--- src/rtl/ifu_pkg.sv ---
// Shared constants and the prefetch entry type for the instruction fetch unit.
package ifu_pkg;

  localparam logic [31:0] IFU_BAL_SELF = 32'hEAFF_FFFE;
  localparam logic [31:0] IFU_PC_STEP  = 32'd4;
  localparam logic [31:0] IFU_PC8_OFS  = 32'd8;

  typedef struct packed {
    logic [31:0] pc;
    logic [31:0] instr;
  } ifu_entry_t;

  // Word-align an address by forcing bits [1:0] to zero.
  function automatic logic [31:0] ifu_align(input logic [31:0] addr);
    return addr & ~32'h3;
  endfunction

endpackage

--- src/rtl/ifu_fifo.sv ---
// Synchronous prefetch FIFO: flush, simultaneous push/pop, occupancy count.
module ifu_fifo
  import ifu_pkg::*;
#(
  parameter int unsigned DEPTH = 4
) (
  input  logic                     clk_i,
  input  logic                     reset_i,
  input  logic                     flush_i,
  input  logic                     push_i,
  input  logic                     pop_i,
  input  ifu_entry_t               wdata_i,
  output ifu_entry_t               rdata_o,
  output logic [$clog2(DEPTH):0]   count_o
);

  localparam int unsigned PtrW = $clog2(DEPTH);
  localparam int unsigned CntW = PtrW + 1;

  ifu_entry_t            mem_q [DEPTH];
  ifu_entry_t            mem_d [DEPTH];
  logic [PtrW-1:0]       wr_ptr_q, wr_ptr_d;
  logic [PtrW-1:0]       rd_ptr_q, rd_ptr_d;
  logic [CntW-1:0]       count_q, count_d;
  logic                  full, empty;
  logic                  push_ok, pop_ok;

  assign full  = (count_q == CntW'(DEPTH));
  assign empty = (count_q == '0);

  // A push into a full FIFO is only legal when the head leaves in the same cycle.
  assign push_ok = push_i && !flush_i && (!full || pop_i);
  assign pop_ok  = pop_i && !flush_i && !empty;

  always_comb begin
    mem_d    = mem_q;
    wr_ptr_d = wr_ptr_q;
    rd_ptr_d = rd_ptr_q;
    count_d  = count_q;
    if (flush_i) begin
      wr_ptr_d = '0;
      rd_ptr_d = '0;
      count_d  = '0;
    end else begin
      if (push_ok) begin
        mem_d[wr_ptr_q] = wdata_i;
        wr_ptr_d        = wr_ptr_q + PtrW'(1);
      end
      if (pop_ok) begin
        rd_ptr_d = rd_ptr_q + PtrW'(1);
      end
      unique case ({push_ok, pop_ok})
        2'b10:   count_d = count_q + CntW'(1);
        2'b01:   count_d = count_q - CntW'(1);
        default: count_d = count_q;
      endcase
    end
  end

  always_ff @(posedge clk_i) begin
    if (reset_i) begin
      mem_q    <= '{default: '0};
      wr_ptr_q <= '0;
      rd_ptr_q <= '0;
      count_q  <= '0;
    end else begin
      mem_q    <= mem_d;
      wr_ptr_q <= wr_ptr_d;
      rd_ptr_q <= rd_ptr_d;
      count_q  <= count_d;
    end
  end

  assign rdata_o = mem_q[rd_ptr_q];
  assign count_o = count_q;

endmodule

--- src/rtl/instr_fetch_unit.sv ---
// Instruction fetch unit: PC register, prefetch FIFO, branch redirect.
// Optional self-loop halt detection enabled by defining IFU_SELF_LOOP_HALT_EN.
module instr_fetch_unit
  import ifu_pkg::*;
#(
  parameter logic [31:0] RESET_PC   = 32'h0000_0000,
  parameter int unsigned FIFO_DEPTH = 4
) (
  input  logic        clk,
  input  logic        reset,
  output logic [31:0] imem_addr,
  input  logic [31:0] imem_rd,
  output logic        if_valid,
  input  logic        if_ready,
  output logic [31:0] if_instr,
  output logic [31:0] if_pc,
  output logic [31:0] if_pc8,
  input  logic        br_taken,
  input  logic [31:0] br_target,
  output logic        halted
);

  localparam int unsigned CntW = $clog2(FIFO_DEPTH) + 1;

  logic [31:0]     fetch_pc_q, fetch_pc_d;
  logic            halted_q, halted_d;
  ifu_entry_t      hold_q, hold_d;
  ifu_entry_t      head;
  ifu_entry_t      wr_entry;
  logic [CntW-1:0] count;
  logic            fifo_full;
  logic            deq, enq;
  logic            halt_hit;

  assign fifo_full = (count == CntW'(FIFO_DEPTH));
  assign if_valid  = (count != '0);
  assign deq       = if_valid && if_ready;
  assign enq       = !br_taken && !halted_q && (!fifo_full || deq);

  assign wr_entry.pc    = fetch_pc_q;
  assign wr_entry.instr = imem_rd;

`ifdef IFU_SELF_LOOP_HALT_EN
  assign halt_hit = enq && (imem_rd == IFU_BAL_SELF);
`else
  assign halt_hit = 1'b0;
`endif

  always_comb begin
    fetch_pc_d = fetch_pc_q;
    halted_d   = halted_q;
    if (br_taken) begin
      fetch_pc_d = ifu_align(br_target);
      halted_d   = 1'b0;
    end else if (halt_hit) begin
      // Park on the self-loop so imem_addr keeps pointing at it.
      halted_d   = 1'b1;
    end else if (enq) begin
      fetch_pc_d = fetch_pc_q + IFU_PC_STEP;
    end
  end

  // Outputs keep the last delivered head while the FIFO is empty.
  always_comb begin
    hold_d = hold_q;
    if (if_valid) begin
      hold_d = head;
    end
  end

  always_ff @(posedge clk) begin
    if (reset) begin
      fetch_pc_q <= RESET_PC;
      halted_q   <= 1'b0;
      hold_q     <= '0;
    end else begin
      fetch_pc_q <= fetch_pc_d;
      halted_q   <= halted_d;
      hold_q     <= hold_d;
    end
  end

  ifu_fifo #(
    .DEPTH (FIFO_DEPTH)
  ) u_fifo (
    .clk_i   (clk),
    .reset_i (reset),
    .flush_i (br_taken),
    .push_i  (enq),
    .pop_i   (deq),
    .wdata_i (wr_entry),
    .rdata_o (head),
    .count_o (count)
  );

  assign imem_addr = fetch_pc_q;
  assign if_instr  = if_valid ? head.instr : hold_q.instr;
  assign if_pc     = if_valid ? head.pc : hold_q.pc;
  assign if_pc8    = if_pc + IFU_PC8_OFS;
  assign halted    = halted_q;

endmodule

--- config.mk ---
export PLATFORM = sky130hd
export DESIGN_NAME = instr_fetch_unit
export DESIGN_NICKNAME = d
export VERILOG_FILES = /design/src/rtl/ifu_pkg.sv /design/src/rtl/ifu_fifo.sv /design/src/rtl/instr_fetch_unit.sv
export SDC_FILE = /design/constraint.sdc
export NUM_CORES = 1
export LEC_CHECK = 0
export CORE_MARGIN = 2
export CORE_UTILIZATION = 41
export CTS_BUF_LIST = sky130_fd_sc_hd__clkbuf_4 sky130_fd_sc_hd__clkbuf_8
export CTS_CLUSTER_DIAMETER = 100
export CTS_CLUSTER_SIZE = 16
export DETAILED_ROUTE_END_ITERATION = 8
export PLACE_DENSITY = 0.59
export SYNTH_ARGS = -nofsm -noshare
export SYNTH_HDL_FRONTEND = slang
export SYNTH_SLANG_ARGS = --single-unit
--- constraint.sdc ---
create_clock -name clk -period 4.89 [get_ports clk]
set_input_delay 0.978 -clock clk [delete_from_list [all_inputs] [get_ports clk]]
set_output_delay 0.978 -clock clk [all_outputs]
set_load 0.1 [all_outputs]
# After elaboration in Yosys (flattened, before gate mapping)
# Index checks and enable logic that the tools add are counted.
# W data, S select, Z words.
# totals
mem_bits_ro	0
input_bits	68
n_memories	0
latch_bits	0
output_inout_bits	130
ram_bits	0
ff_bits	359
# classes
n_reduce_logical	17
shift	0
div	0
muxes	11
order_cmp	3
add_sub_neg	6
eq_ne	3
n_mul	0
bitwise	3
# op_table
op	count
$bwmux W256	1
$mux W64	3
$bmux W64 S2	1
$demux W64 S2	1
$mux W32	4
$add A32 B3 Y32 const B	1
$add A32 B4 Y32 const B	1
$logic_and A1 B1 Y1	7
$ge A3 B3 Y1 const B	2
$not A2 Y3	2
$pmux W3 S2	1
$add A2 B1 Y2 const B	2
$reduce_bool A2 Y1	2
$add A3 B1 Y3 const B	1
$eq A3 B3 Y1 const B	1
$logic_not A1 Y1	3
$logic_not A3 Y1	1
$lt A3 B1 Y1 const B	1
$reduce_bool A3 Y1	1
$sub A3 B1 Y3 const B	1
$eq A2 B1 Y1 const B	1
$eq A2 B2 Y1 const B	1
$reduce_and A2 Y1	1
$reduce_or A2 Y1	1
2 further kinds	2

# Depth between registers and ports, before layout
# Gate-level depths: netlist of run 1.
# logic_depth
word_depth	8
depth_mapped	16

# Cells and area by module
# From an unflattened synthesis of run 1, not the netlist that was laid out.
# hier_totals
cells_unflattened	1669
hier_area_um2	17067.6
# modules_own_cells
module	area_per_inst_um2	instances	seq_area_each_um2	cells_per_inst
ifu_fifo	12142.9	1	5265.0	1028
instr_fetch_unit	4924.7	1	1881.8	641

# Least setup slack after synthesis of run 1
# OpenSTA, ideal clock, no wires.
# synth_path
path_kind	register to output
start	reg u_fifo.count_q[0], in the netlist u_fifo.count_o[0]
end	out if_pc8[17]
t_required_ps	3912
stages_incl_launch_ff	16
setup_slack_ps	-3299
arrival_ps	7211
n_path_buf	5
path_cell_list	dfxtp_1 -> inv_1 -> ha_1 -> nor2b_1 -> inv_4 -> buf_2 -> buf_2 -> buf_2 -> buf_2 -> mux2i_1 -> inv_1 -> ha_1 -> nand3_1 -> buf_2 -> nor3_1 -> xnor2_1
# synth_between
elab_chain_cells	3
# synth_lines
item	line	text
start: declaration	ifu_fifo.sv:24	logic [CntW-1:0] count_q, count_d;
start signal: assignment	ifu_fifo.sv:70	count_q <= count_d;
$reduce_bool A3 Y1	instr_fetch_unit.sv:36	assign if_valid = (count != '0);
$mux W32	instr_fetch_unit.sv:98	assign if_pc = if_valid ? head.pc : hold_q.pc;
via if_pc[3]	instr_fetch_unit.sv:16	output logic [31:0] if_pc,
$add A32 B4 Y32	instr_fetch_unit.sv:99	assign if_pc8 = if_pc + IFU_PC8_OFS;
end: declaration	instr_fetch_unit.sv:17	output logic [31:0] if_pc8,
# The timed path passes the listed nets, and every way through them passes these cells.

# Final worst setup path of run 1
# layout_path
start	reg u_fifo.count_q[1], in the netlist u_fifo.count_o[1]
end	out if_pc8[27]
# layout_between
elab_chain_cells	3
# layout_lines
item	line
$reduce_bool A3 Y1	instr_fetch_unit.sv:36
$mux W32	instr_fetch_unit.sv:98
$add A32 B4 Y32	instr_fetch_unit.sv:99
# Every way passes these cells.

==> results of run 1 <==
registers in the layout (all words and copies together) (netlist names):
name             flops
hold_q              62
imem_addr           30
u_fifo.count_o       3
u_fifo.mem_q       248
u_fifo.rd_ptr_q      2
u_fifo.wr_ptr_q      2
per-stage QoR:
| stage | hold slack [ps] | power (mW) |
|---|---|---|
| global placement | 438 | 3.81 |
| floorplan | 433 | 3.57 |
| global route | 472 | 5.41 |
| finish | 456 | 5.21 |
| detailed placement | 444 | 3.82 |
| CTS | 459 | 5.26 |
worst max path at each step:
stage / to / slack, ps / cells past startpoint
5_1_grt: if_pc8[27] / 50 / 12
6_report: if_pc8[27] / 270 / 12
4_1_cts: if_pc8[18] / 4 / 12
3_3_place_gp: if_pc8[26] / 530 / 12
2_1_floorplan: if_pc8[17] / -290 / 15
3_5_place_dp: if_pc8[18] / 490 / 12
critical path, cell delays in order, from the launching register on:
cell	delay (ps)
dfxtp_2	360
inv_2	50
ha_4	170
nor2b_4	150
inv_8	260
buf_4	310
nand2_1	100
nand2_1	160
ha_4	230
nand3_4	270
nor4_2	570
xnor2_4	170
buf_12	190
synth_stat cells, types with 3 or more instances:
cell	instances	area, um^2
nor3_1	7	35.0
buf_6	3	33.8
clkbuf_1	113	424
or3_1	5	31.3
xor2_1	19	166
nor2b_1	3	18.8
mux2i_1	30	300
o21ai_0	4	20.0
mux4_2	62	1400
nor4_4	3	63.8
buf_4	11	82.6
nand3_1	18	90.1
a211oi_1	12	90.1
buf_1	5	18.8
a31oi_1	3	18.8
nand4_1	13	81.3
nor3_2	5	50.1
and3_1	13	81.3
mux2i_2	3	41.3
ha_1	9	113
nand2_1	631	2370
xnor2_1	39	342
dfxtp_1	347	6950
inv_1	35	131
nor2_1	77	289
a21oi_1	296	1480
buf_2	14	70.1
repair_timing:
action,in CTS,in global routing
endpoints found under the setup margin,11,10
setup buffers,0,0
hold buffers,0,0
resized for setup,4,3
hold endpoints to repair,0,0
cells by family after synthesis:
kind of cell | synth area share [%]
buf+inv | 5.20
fa+ha+maj | 0.749
xor+xnor | 3.38
simple gates | 21.7
flops | 46.2
other cells | 0.0249
compound gates | 11.1
mux | 11.6
metal layers:
| metal | vias up | share of wire [%] | global-route usage [%] |
|---|---|---|---|
| li1 | 6159 | - | - |
| met1 | 5964 | 44 | 28.6 |
| met3 | 49 | 4.7 | 2.57 |
| met5 | - | 0 | 0 |
| met2 | 295 | 49 | 38.0 |
| met4 | 0 | 1.7 | 5.43 |
final cells by class:
cell class,instances,share of cell area [%]
flip-flops and latches,347,37.8
clock buffers,27,1.95
well taps,468,3.18
multi-input cells,1283,42.2
repair buffers,224,13.9
clock inverters,2,0.204
inverters,36,0.795
where the power goes:
group | total (mW) | leakage, nW | internal (mW) | switching [mW]
clock | 1.45 | 0.203 | 0.533 | 0.919
combinational | 0.796 | 3.78 | 0.237 | 0.559
sequential | 2.96 | 2.82 | 2.89 | 0.0662
total | 5.21 | 6.80 | 3.66 | 1.54
==> results list, run 1 <==
- Die Footprint: 38200 um^2
- Starting DRC count in detailed routing: 908
* Average size of a mapped cell: 8.32 um^2
- The worst hold path begins at u_fifo.mem_q[17].
- Final Core Density: 50.7%
- The flow ran to the end, and the final reports show no timing, DRC or antenna violations.
- Placed standard-cell area: 18000 um^2
- The cell count after synthesis came out at 1807.
- Wire length of the first global-routing pass: 66800 um
- Measured along the x axis, the die boundary spans 196 um.
- Setup total negative slack on the finished layout was measured at 0 ps.
- Number of synthesized flops with an enable pin: 0
- Max-capacitance violation count: 0
* Placed insts: 2358
- Commonest non-fill, non-tap cells in the layout: 627 x nand2_1, 343 x dfxtp_1, 296 x a21oi_1, 94 x clkdlybuf4s50_1, 77 x buf_4
- The worst register-to-register path begins at u_fifo.count_o[1].
- Count of clock tree sinks: 347
- Fraction of layout instances using a drive strength above 1: 15.3%
- After clock tree synthesis, the clock-pin slew on the worst setup and hold paths is 110 ps.
- Flip-flop and latch area: 6960 um^2
- Sequential cell area fraction in the yosys report: 46.2%
* Antenna-violating nets left: 0
- Worst hold-check path type: reg -> reg
- Data arrives at the worst endpoint at 3640 ps.
- Synthesis-to-layout area growth: 22.5%
* Max Clock Freq: 0.217 GHz
- During synthesis, Yosys emitted a total of 0 warnings.
- During placement, the flow inserted port buffers numbering 188.
* Worst-case vdd ir drop: 0.213 mV
* TritonCTS clock tree: done
* Antenna violations before repair: 0
- In the final routed layout, each cell accounts on average for 17.8 um.
- Number of standard-cell rows in the floorplan: 70
- For this run, asynchronously set or reset flops after synthesis account for 0%.
- Final antenna diode count: 0
- Via count of the first global-routing pass: 12000
- Area of the multi-input gates: 7770 um^2
* Max clock buf depth: 3
* Worst slew slack as a fraction of its limit: 26.7%
* Final number of setup-violating endpoints: 0
- At the end of routability-driven placement, the weighted congestion stood at 0.758.
* # DRC: 0
* Maximum net fanout on the critical path: 31
- The most used flip-flop cell after synthesis is dfxtp_1.
- After synthesis the cells add up to 15000 um^2.
- Detailed routing inserted a total of 12500 vias.
- For this block, the routed nets add up to 42500 um of wire.
- Final count of pins violating max slew: 0
- Cts bufs inserted: 25
- Flop-to-flop setup slack: 1870 ps
* Fraction of the cycle the final worst path needs: 94.4%
- The number of different library cells used by synthesis comes to 48.
* Detailed placement HPWL: 27000 um
- The worst hold path terminates at u_fifo.mem_q[17].
- For this configuration, the core starts out at a cell density of 41.4%.
- The analysis attributes to cell leakage a power of 6.80 nW.
- Across the routed clock network, the largest skew measured is 33.1 ps.
- Setup repair after global routing missed its margin: false
- Measured along the y axis, the die boundary spans 196 um.
* Worst setup EP type: output port
* Io pins: 198
* Global route overflow: 0
* Total of fill cells in the finished design: 3413
- In this run the power density over the cells is 283 nW/um^2.
* Number of vias per cell: 5.22
* Area inside the core boundary: 36300 um^2
- Setup slack closes at 275 ps.
- In this run the clock root is driven by a clkbuf_8.
- The final hold violation count was 0.
* Net count, final: 1994
* Worst Tran Pin Value: 1100 ps
* Most common cell after layout, fill and taps aside: nand2_1
* Number of non-filler instances in the completed layout: 2387
- The clock reaches the later pin of the worst-skew pair after 610 ps.
* Type of element launching the critical path: flop
- Worst Setup Slack post-DPL: 487 ps
* Pin count of the biggest net entering global routing: 133
* Capture instance of the worst register-to-register path: imem_addr[31]
- Worst-case reg-to-reg path depth: 9
- Before antenna repair, the detailed router went through 5 iterations.
* Startpoint of the most critical setup path: u_fifo.count_o[1]
- Final min period: 4620 ps
- Once layout is done, the placed cells without fillers occupy 18400 um^2.
- Overall routing resource usage: 21.8%
- The worst hold path was traced through 2 stages.
- The setup path with the least slack is of type reg -> out.
* Level count of the clock H-tree: 1
* Flip-flop and latch count after synthesis: 347
- Data required time of the worst path: 3910 ps
(Power assumes the default switching activity.)
==> run 2: changes to the inputs <==
--- a/config.mk
+++ b/config.mk
@@ -12,6 +12,7 @@
 export CTS_CLUSTER_SIZE = 16
 export DETAILED_ROUTE_END_ITERATION = 8
 export PLACE_DENSITY = 0.59
+export REMOVE_ABC_BUFFERS = 1
 export SYNTH_ARGS = -nofsm -noshare
 export SYNTH_HDL_FRONTEND = slang
 export SYNTH_SLANG_ARGS = --single-unit
==> run 2 against run 1 <==
- register-to-register slack improved by 60 ps
- highest routed layer is now met5
- critical path depth unchanged
- clock skew down 6.6 ps
==> results list, run 2 (synthesis gave the netlist of run 1 again) <==
- Run status: finished clean (unchanged)
* Placed insts: 2348 (was 2358)
- The initial antenna violation count came to 1 (was 0).
- Most common cell after layout, fill and taps aside: nand2_1 (unchanged)
* # DRC: 0 (unchanged)
- The critical path's slowest cell was mux2i_2 (was nor4_2).
- Final number of setup-violating endpoints: 0 (unchanged)
- The share of total power in combinational logic is 15.4% (was 15.3%).
- Drt wl/cell: 18.4 um (was 17.8 um)
- Maximum net fanout on the critical path: 29 (was 31)
- Io pins: 198 (unchanged)
* Arrival time at the worst endpoint: 3730 ps (was 3640 ps)
- The growth of design area from synthesis to finish came to 18.3% (was 22.5%).
* Top cell family by delay on the critical path: buffers and inverters (was simple AND/OR/NAND/NOR gates)
- Flop pwr share: 57.7% (was 56.8%)
* Y dimension of the die: 196 um (unchanged)
- The number of rows created at floorplan is 70 (unchanged).
- The cell area power density is 288 nW/um^2 (was 283 nW/um^2).
- TritonCTS clock tree: done (unchanged)
- The largest net degree at the start of global routing came to 142 (was 133).
- Buffers and inverters on the worst path: 5 (was 4)
* Design internal power: 3.59 mW (was 3.66 mW)
- The kind of start point of the critical path is a flop (unchanged).
- Cts bufs inserted: 25 (unchanged)
- The via count of the first global-routing pass is 12200 (was 12000).
- The number of buffers added to fix hold violations after cts was 0 (unchanged).
- Level count of the clock H-tree: 1 (unchanged)
- Worst path setup slack after routing: 185 ps (was 275 ps)
* Register with the most flip-flops: u_fifo.mem_q (unchanged)
- The worst setup slack after placement came to 550 ps (was 487 ps).
- The fraction of layout instances using a drive strength above 1 came to 12.8% (was 15.3%).
* Overall routing resource usage: 22.3% (was 21.8%)
* Number of vias per cell: 5.24 (was 5.22)
* Leakage component of the power: 6.47 nW (was 6.80 nW)
* Number of vias in the routed layout: 12500 (about the same)
- Clock root buffer master: clkbuf_8 (unchanged)
* Count of clock tree sinks: 347 (unchanged)
- Wire length of the first global-routing pass: 68000 um (was 66800 um)
* Final estimated routing congestion in global placement: 0.787 (was 0.758)
- Sw Share: 30.0% (was 29.7%)
- The post-route antenna net violation count was 0 (unchanged).
* Count of buffers from port buffering: 188 (unchanged)
* Max stage delay on crit path: 550 ps (was 570 ps)
- The initial cell density of the core was 41.4% (unchanged).
- Starting DRC count in detailed routing: 990 (was 908)
- Hold Vio Cnt, Final: 0 (unchanged)
- Type of the worst setup path: reg -> out (unchanged)
- Switching power: 1.54 mW (about the same)
- Count of TritonRoute iterations in the first routing pass: 5 (unchanged)
- Global route overflow: 0 (unchanged)
* Minimum hold slack: 457 ps (was 456 ps)
- Max clock buf depth: 3 (unchanged)
- Die Footprint: 38200 um^2 (unchanged)
- Net count, final: 1987 (was 1994)
- Commonest non-fill, non-tap cells in the layout: 627 x nand2_1, 345 x dfxtp_1, 296 x a21oi_1, 94 x clkdlybuf4s50_1, 85 x buf_4 (was 627 x nand2_1, 343 x dfxtp_1, 296 x a21oi_1, 94 x clkdlybuf4s50_1, 77 x buf_4)
- The core footprint came to 36300 um^2 (unchanged).
- Relative contribution of the clock network to total power: 26.9% (was 27.9%)
- The post-route clock skew is 26.6 ps (was 33.1 ps).
* Worst hold-check path type: reg -> reg (unchanged)
- The flip-flop count of the largest register after layout came to 248 (unchanged).
- The type of element capturing the critical path is an output port (unchanged).
- The number of antenna cells inserted is 0 (unchanged).
- The transition time of the tightest slew-check pin was 1110 ps (was 1100 ps).
- Clock transition at the registers of the reported paths: 110 ps (about the same)
- Number of non-filler instances in the completed layout: 2378 (was 2387)
- Flop-to-flop setup slack: 1930 ps (was 1870 ps)
- Fraction of the cycle the final worst path needs: 96.2% (was 94.4%)
* Chip Width: 196 um (unchanged)
- Cell-by-cell trace of the critical path: inv_1 > ha_1 > nor2b_4 > inv_4 > buf_16 > mux2i_2 > nor4_4 > buf_4 > nand2_2 > nor3_1 > xnor2_1 > buf_12 (was inv_2 > ha_4 > nor2b_4 > inv_8 > buf_4 > nand2_1 > nand2_1 > ha_4 > nand3_4 > nor4_2 > xnor2_4 > buf_12)
* Worst slew slack as a fraction of its limit: 26.0% (was 26.7%)
* Max-capacitance violation count: 0 (unchanged)
- The required time of the worst setup path was 3910 ps (about the same).
- Final min period: 4700 ps (was 4620 ps)
- Final count of pins violating max slew: 0 (unchanged)
* Max Clock Freq: 0.213 GHz (was 0.217 GHz)
- The clock latency at the later pin of the worst-skew pair is 590 ps (was 610 ps).
- The routed wire length was 43800 um (was 42500 um).
- The total half-perimeter wirelength after legalization and detailed placement is 26100 um (was 27000 um).
- The largest vdd supply drop came to 0.173 mV (was 0.213 mV).
-- run 2: stage by stage --
| step | area [um^2] | util (%) | setup TNS, ps | total power [mW] |
|---|---|---|---|---|
| 3_3_place_gp | 17300 | 47.7 | 0 | 3.80 |
| 5_1_grt | 17800 | 48.9 | -4.32 | 5.33 |
| 3_5_place_dp | 17300 | 47.7 | 0 | 3.81 |
| 4_1_cts | 17700 | 48.8 | 0 | 5.17 |
| 6_report | 17800 | 48.9 | 0 | 5.13 |
| 2_1_floorplan | 14400 | - | -103640 | 3.49 |
-- run 2: final timing paths --
| kind | start | to | cells after the start |
|---|---|---|---|
| worst max register to register | u_fifo.count_o[0] | u_fifo.mem_q[0] | 8 |
| worst min register to register | u_fifo.mem_q[59] | u_fifo.mem_q[59] | 2 |
| worst max-delay path | u_fifo.count_o[0] | if_pc8[25] | 12 |
| worst min-delay path | u_fifo.mem_q[59] | u_fifo.mem_q[59] | 2 |
-- run 2: worst min-delay path, stage by stage (launching register included) --
cell	delay, ps
dfxtp_1	320
nand2_1	50
a21oi_1	50
-- run 2: final cells by class --
type | count | area (um^2)
fill | 3517 | 18600
multi-input combinational | 1283 | 7390
sequential | 347 | 6950
timing repair buffer | 217 | 2360
tap | 468 | 586
clock buffer | 26 | 352
inverter | 36 | 138
clock inverter | 1 | 7.51
-- run 2: routing by layer --
layer  vias to the layer above  global-route usage [%]  part of all wire (%)
met5                         -                       0                 0.037
li1                       6148                       -                     -
met4                         2                    5.46                   2.4
met1                      5934                    30.0                    45
met2                       318                    38.5                    48
met3                        60                    2.38                   5.0
-- run 2: repair_timing --
| item | 4_1_cts | 5_1_grt |
|---|---|---|
| buffers inserted | 1 | 0 |
| cloned | 0 | 2 |
| setup endpoints to repair | 8 | 8 |
| resized for setup | 3 | 1 |
| pin swaps | 1 | 0 |
-- run 2: power groups by stage --
stage | clock [mW] | combinational, mW | sequential [mW]
floorplan | 0 | 0.377 | 3.12
global placement | 0 | 0.779 | 3.02
detailed placement | 0 | 0.785 | 3.02
CTS | 1.43 | 0.788 | 2.96
global route | 1.53 | 0.833 | 2.97
finish | 1.38 | 0.789 | 2.96
==> run 3: changes to the inputs <==
--- a/config.mk
+++ b/config.mk
@@ -5,13 +5,14 @@
 export SDC_FILE = /design/constraint.sdc
 export NUM_CORES = 1
 export LEC_CHECK = 0
-export CORE_MARGIN = 2
+export CELL_PAD_IN_SITES_DETAIL_PLACEMENT = 0
+export CELL_PAD_IN_SITES_GLOBAL_PLACEMENT = 1
 export CORE_UTILIZATION = 41
 export CTS_BUF_LIST = sky130_fd_sc_hd__clkbuf_4 sky130_fd_sc_hd__clkbuf_8
 export CTS_CLUSTER_DIAMETER = 100
 export CTS_CLUSTER_SIZE = 16
 export DETAILED_ROUTE_END_ITERATION = 8
-export PLACE_DENSITY = 0.59
+export PLACE_DENSITY = 0.76
 export REMOVE_ABC_BUFFERS = 1
 export SYNTH_ARGS = -nofsm -noshare
 export SYNTH_HDL_FRONTEND = slang
==> run 3 against run 2 <==
- the run now ends with DRC left
- clock-buffer cell count is 1 higher
- setup slack better by 84 ps
- final area is 0.46% lower
- utilization is 0.48 points higher
- routed wire length is 0.59% lower
- via count hardly changed
- die area is 2.0% lower
- critical path type unchanged
==> results list, run 3 (synthesis gave the netlist of run 1 again) <==
- The path type of the worst setup path is reg -> out (unchanged).
- Max-capacitance violation count: 0 (unchanged)
* Y dimension of the die: 194 um (was 196 um)
* Global route overflow: 0 (unchanged)
* Final count of pins violating max slew: 0 (unchanged)
- Wire length of the first global-routing pass: 68400 um (was 68000 um)
* Final Core Density: 49.4% (was 48.9%)
- Detailed placement HPWL: 25800 um (was 26100 um)
* Run status: complete, but fails checks (was finished clean)
- The final non-filler cell total is 2367 (was 2378).
* Number of vias per cell: 5.26 (was 5.24)
- Antenna-violating nets left: 0 (unchanged)
- The number of vias in the routed layout is 12500 (about the same).
- The worst relative slew slack was 29.0% (was 26.0%).
- Count of clock tree sinks: 347 (unchanged)
- The flip-flop count of the largest register after layout is 248 (unchanged).
* Total length of routed wires: 43500 um (was 43800 um)
* Arrival time at the worst endpoint: 3640 ps (was 3730 ps)
- The growth of design area from synthesis to finish was 17.7% (was 18.3%).
* Commonest non-fill, non-tap cells in the layout: 627 x nand2_1, 345 x dfxtp_1, 296 x a21oi_1, 94 x clkdlybuf4s50_1, 83 x buf_4 (was 627 x nand2_1, 345 x dfxtp_1, 296 x a21oi_1, 94 x clkdlybuf4s50_1, 85 x buf_4)
- Setup repair after global routing missed its margin: false
- Failing checks: DRC
- The kind of start point of the critical path is a flop (unchanged).
- The highest clock frequency the design can meet came to 0.216 GHz (was 0.213 GHz).
* Area inside the core boundary: 35800 um^2 (was 36300 um^2)
* Leakage component of the power: 6.43 nW (was 6.47 nW)
- The type of element capturing the critical path is an output port (unchanged).
- The largest net degree at the start of global routing was 158 (was 142).
- The clock tree root driver cell is clkbuf_8 (unchanged).
- Worst Tran Pin Value: 1060 ps (was 1110 ps)
* Count of hold buffers inserted by post-cts repair: 0 (unchanged)
* Most common cell after layout, fill and taps aside: nand2_1 (unchanged)
* Fraction of the cycle the final worst path needs: 94.5% (was 96.2%)
- Clock transition at the registers of the reported paths: 110 ps (about the same)
* Starting DRC count in detailed routing: 736 (was 990)
* Total power divided by cell area: 289 nW/um^2 (was 288 nW/um^2)
- Antenna violations before repair: 0 (was 1)
- Chip Width: 194 um (was 196 um)
- The total die area came to 37500 um^2 (was 38200 um^2).
* Overall routing resource usage: 22.8% (was 22.3%)
- The number of rows created at floorplan came to 69 (was 70).
* Drt wl/cell: 18.4 um (about the same)
- Hold Vio Cnt, Final: 0 (unchanged)
- The number of antenna cells inserted came to 0 (unchanged).
- Final estimated routing congestion in global placement: 0.743 (was 0.787)
- Via count of the first global-routing pass: 12100 (was 12200)
- Cts bufs inserted: 25 (unchanged)
- Post-Route Skew: 32.4 ps (was 26.6 ps)
- The maximum clock path buffer count was 3 (unchanged).
- Worst hold-check path type: reg -> reg (unchanged)
- Level count of the clock H-tree: 1 (unchanged)
* Count of buffers from port buffering: 188 (unchanged)
* Final min period: 4620 ps (was 4700 ps)
* TritonCTS clock tree: done (unchanged)
- Net count, final: 1982 (was 1987)
- Io pins: 198 (unchanged)
- The final number of setup-violating endpoints was 0 (unchanged).
* Placed insts: 2338 (was 2348)
- The overall power came to 5.12 mW (was 5.13 mW).
- Maximum net fanout on the critical path: 26 (was 29)
- Later-pin clock latency in the skew report: 590 ps (about the same)
- Worst-case vdd ir drop: 0.168 mV (was 0.173 mV)
- Register with the most flip-flops: u_fifo.mem_q (unchanged)
- The required time of the worst setup path was 3910 ps (about the same).
* # DRC: 5 (was 0)
* Count of TritonRoute iterations in the first routing pass: 7 (was 5)
- Initial cell density of the core: 42.0% (was 41.4%)
- Fraction of layout instances using a drive strength above 1: 12.7% (was 12.8%)
-- run 3: layer usage --
metal / up-vias / global-route usage, % / part of all wire (%)
met5: - / 0 / 0
met2: 298 / 38.9 / 48
met1: 5949 / 30.8 / 45
met4: 0 / 5.84 / 2.3
li1: 6143 / - / -
met3: 63 / 2.53 / 4.8
-- run 3: metrics by stage --
| stage | TNS, ps | hold WS (ps) | instance area [um^2] | setup slack [ps] |
|---|---|---|---|---|
| finish | 0 | 455 | 17700 | 269 |
| CTS | 0 | 459 | 17600 | 4.20 |
| global route | 0 | 473 | 17700 | 36.7 |
| global placement | 0 | 438 | 17300 | 556 |
| detailed placement | 0 | 444 | 17300 | 486 |
| floorplan | -103640 | 427 | 14400 | -4700 |
-- run 3: cell type report --
cell class,instances,area (um^2)
Clock buffer,27,359
Clock inverter,1,7.51
Fill cell,3452,18100
Inverter,36,140
Multi-Input combinational cell,1283,7410
Sequential cell,347,6950
Tap cell,461,577
Timing Repair Buffer,212,2250
-- run 3: worst paths after layout --
path                     startpoint          endpoint  slack (ps)  cells past startpoint
setup reg to reg  u_fifo.count_o[0]     imem_addr[31]        2050                      9
hold / removal     u_fifo.mem_q[24]  u_fifo.mem_q[24]         460                      2
hold reg to reg    u_fifo.mem_q[24]  u_fifo.mem_q[24]         460                      2
setup / recovery  u_fifo.count_o[0]        if_pc8[25]         270                     11
-- run 3: power by group --
| group | internal (mW) | switching, mW |
|---|---|---|
| clock | 0.479 | 0.902 |
| combinational | 0.221 | 0.556 |
| sequential | 2.89 | 0.0657 |
| total | 3.59 | 1.52 |
-- run 3: worst max-delay path, stage by stage, from the launching register on --
cell	delay [ps]
dfxtp_1	390
inv_1	60
ha_1	240
nor2b_4	160
inv_6	250
buf_4	350
nand2_1	90
nand2_1	370
nand2_2	290
nor3_1	330
xnor2_1	260
buf_12	230
-- run 3: timing repair --
action | CTS | global route
cloned | 0 | 1
gates resized for setup | 3 | 5
setup buffers | 0 | 0
pin swaps | 0 | 0
endpoints found under the setup margin | 8 | 12
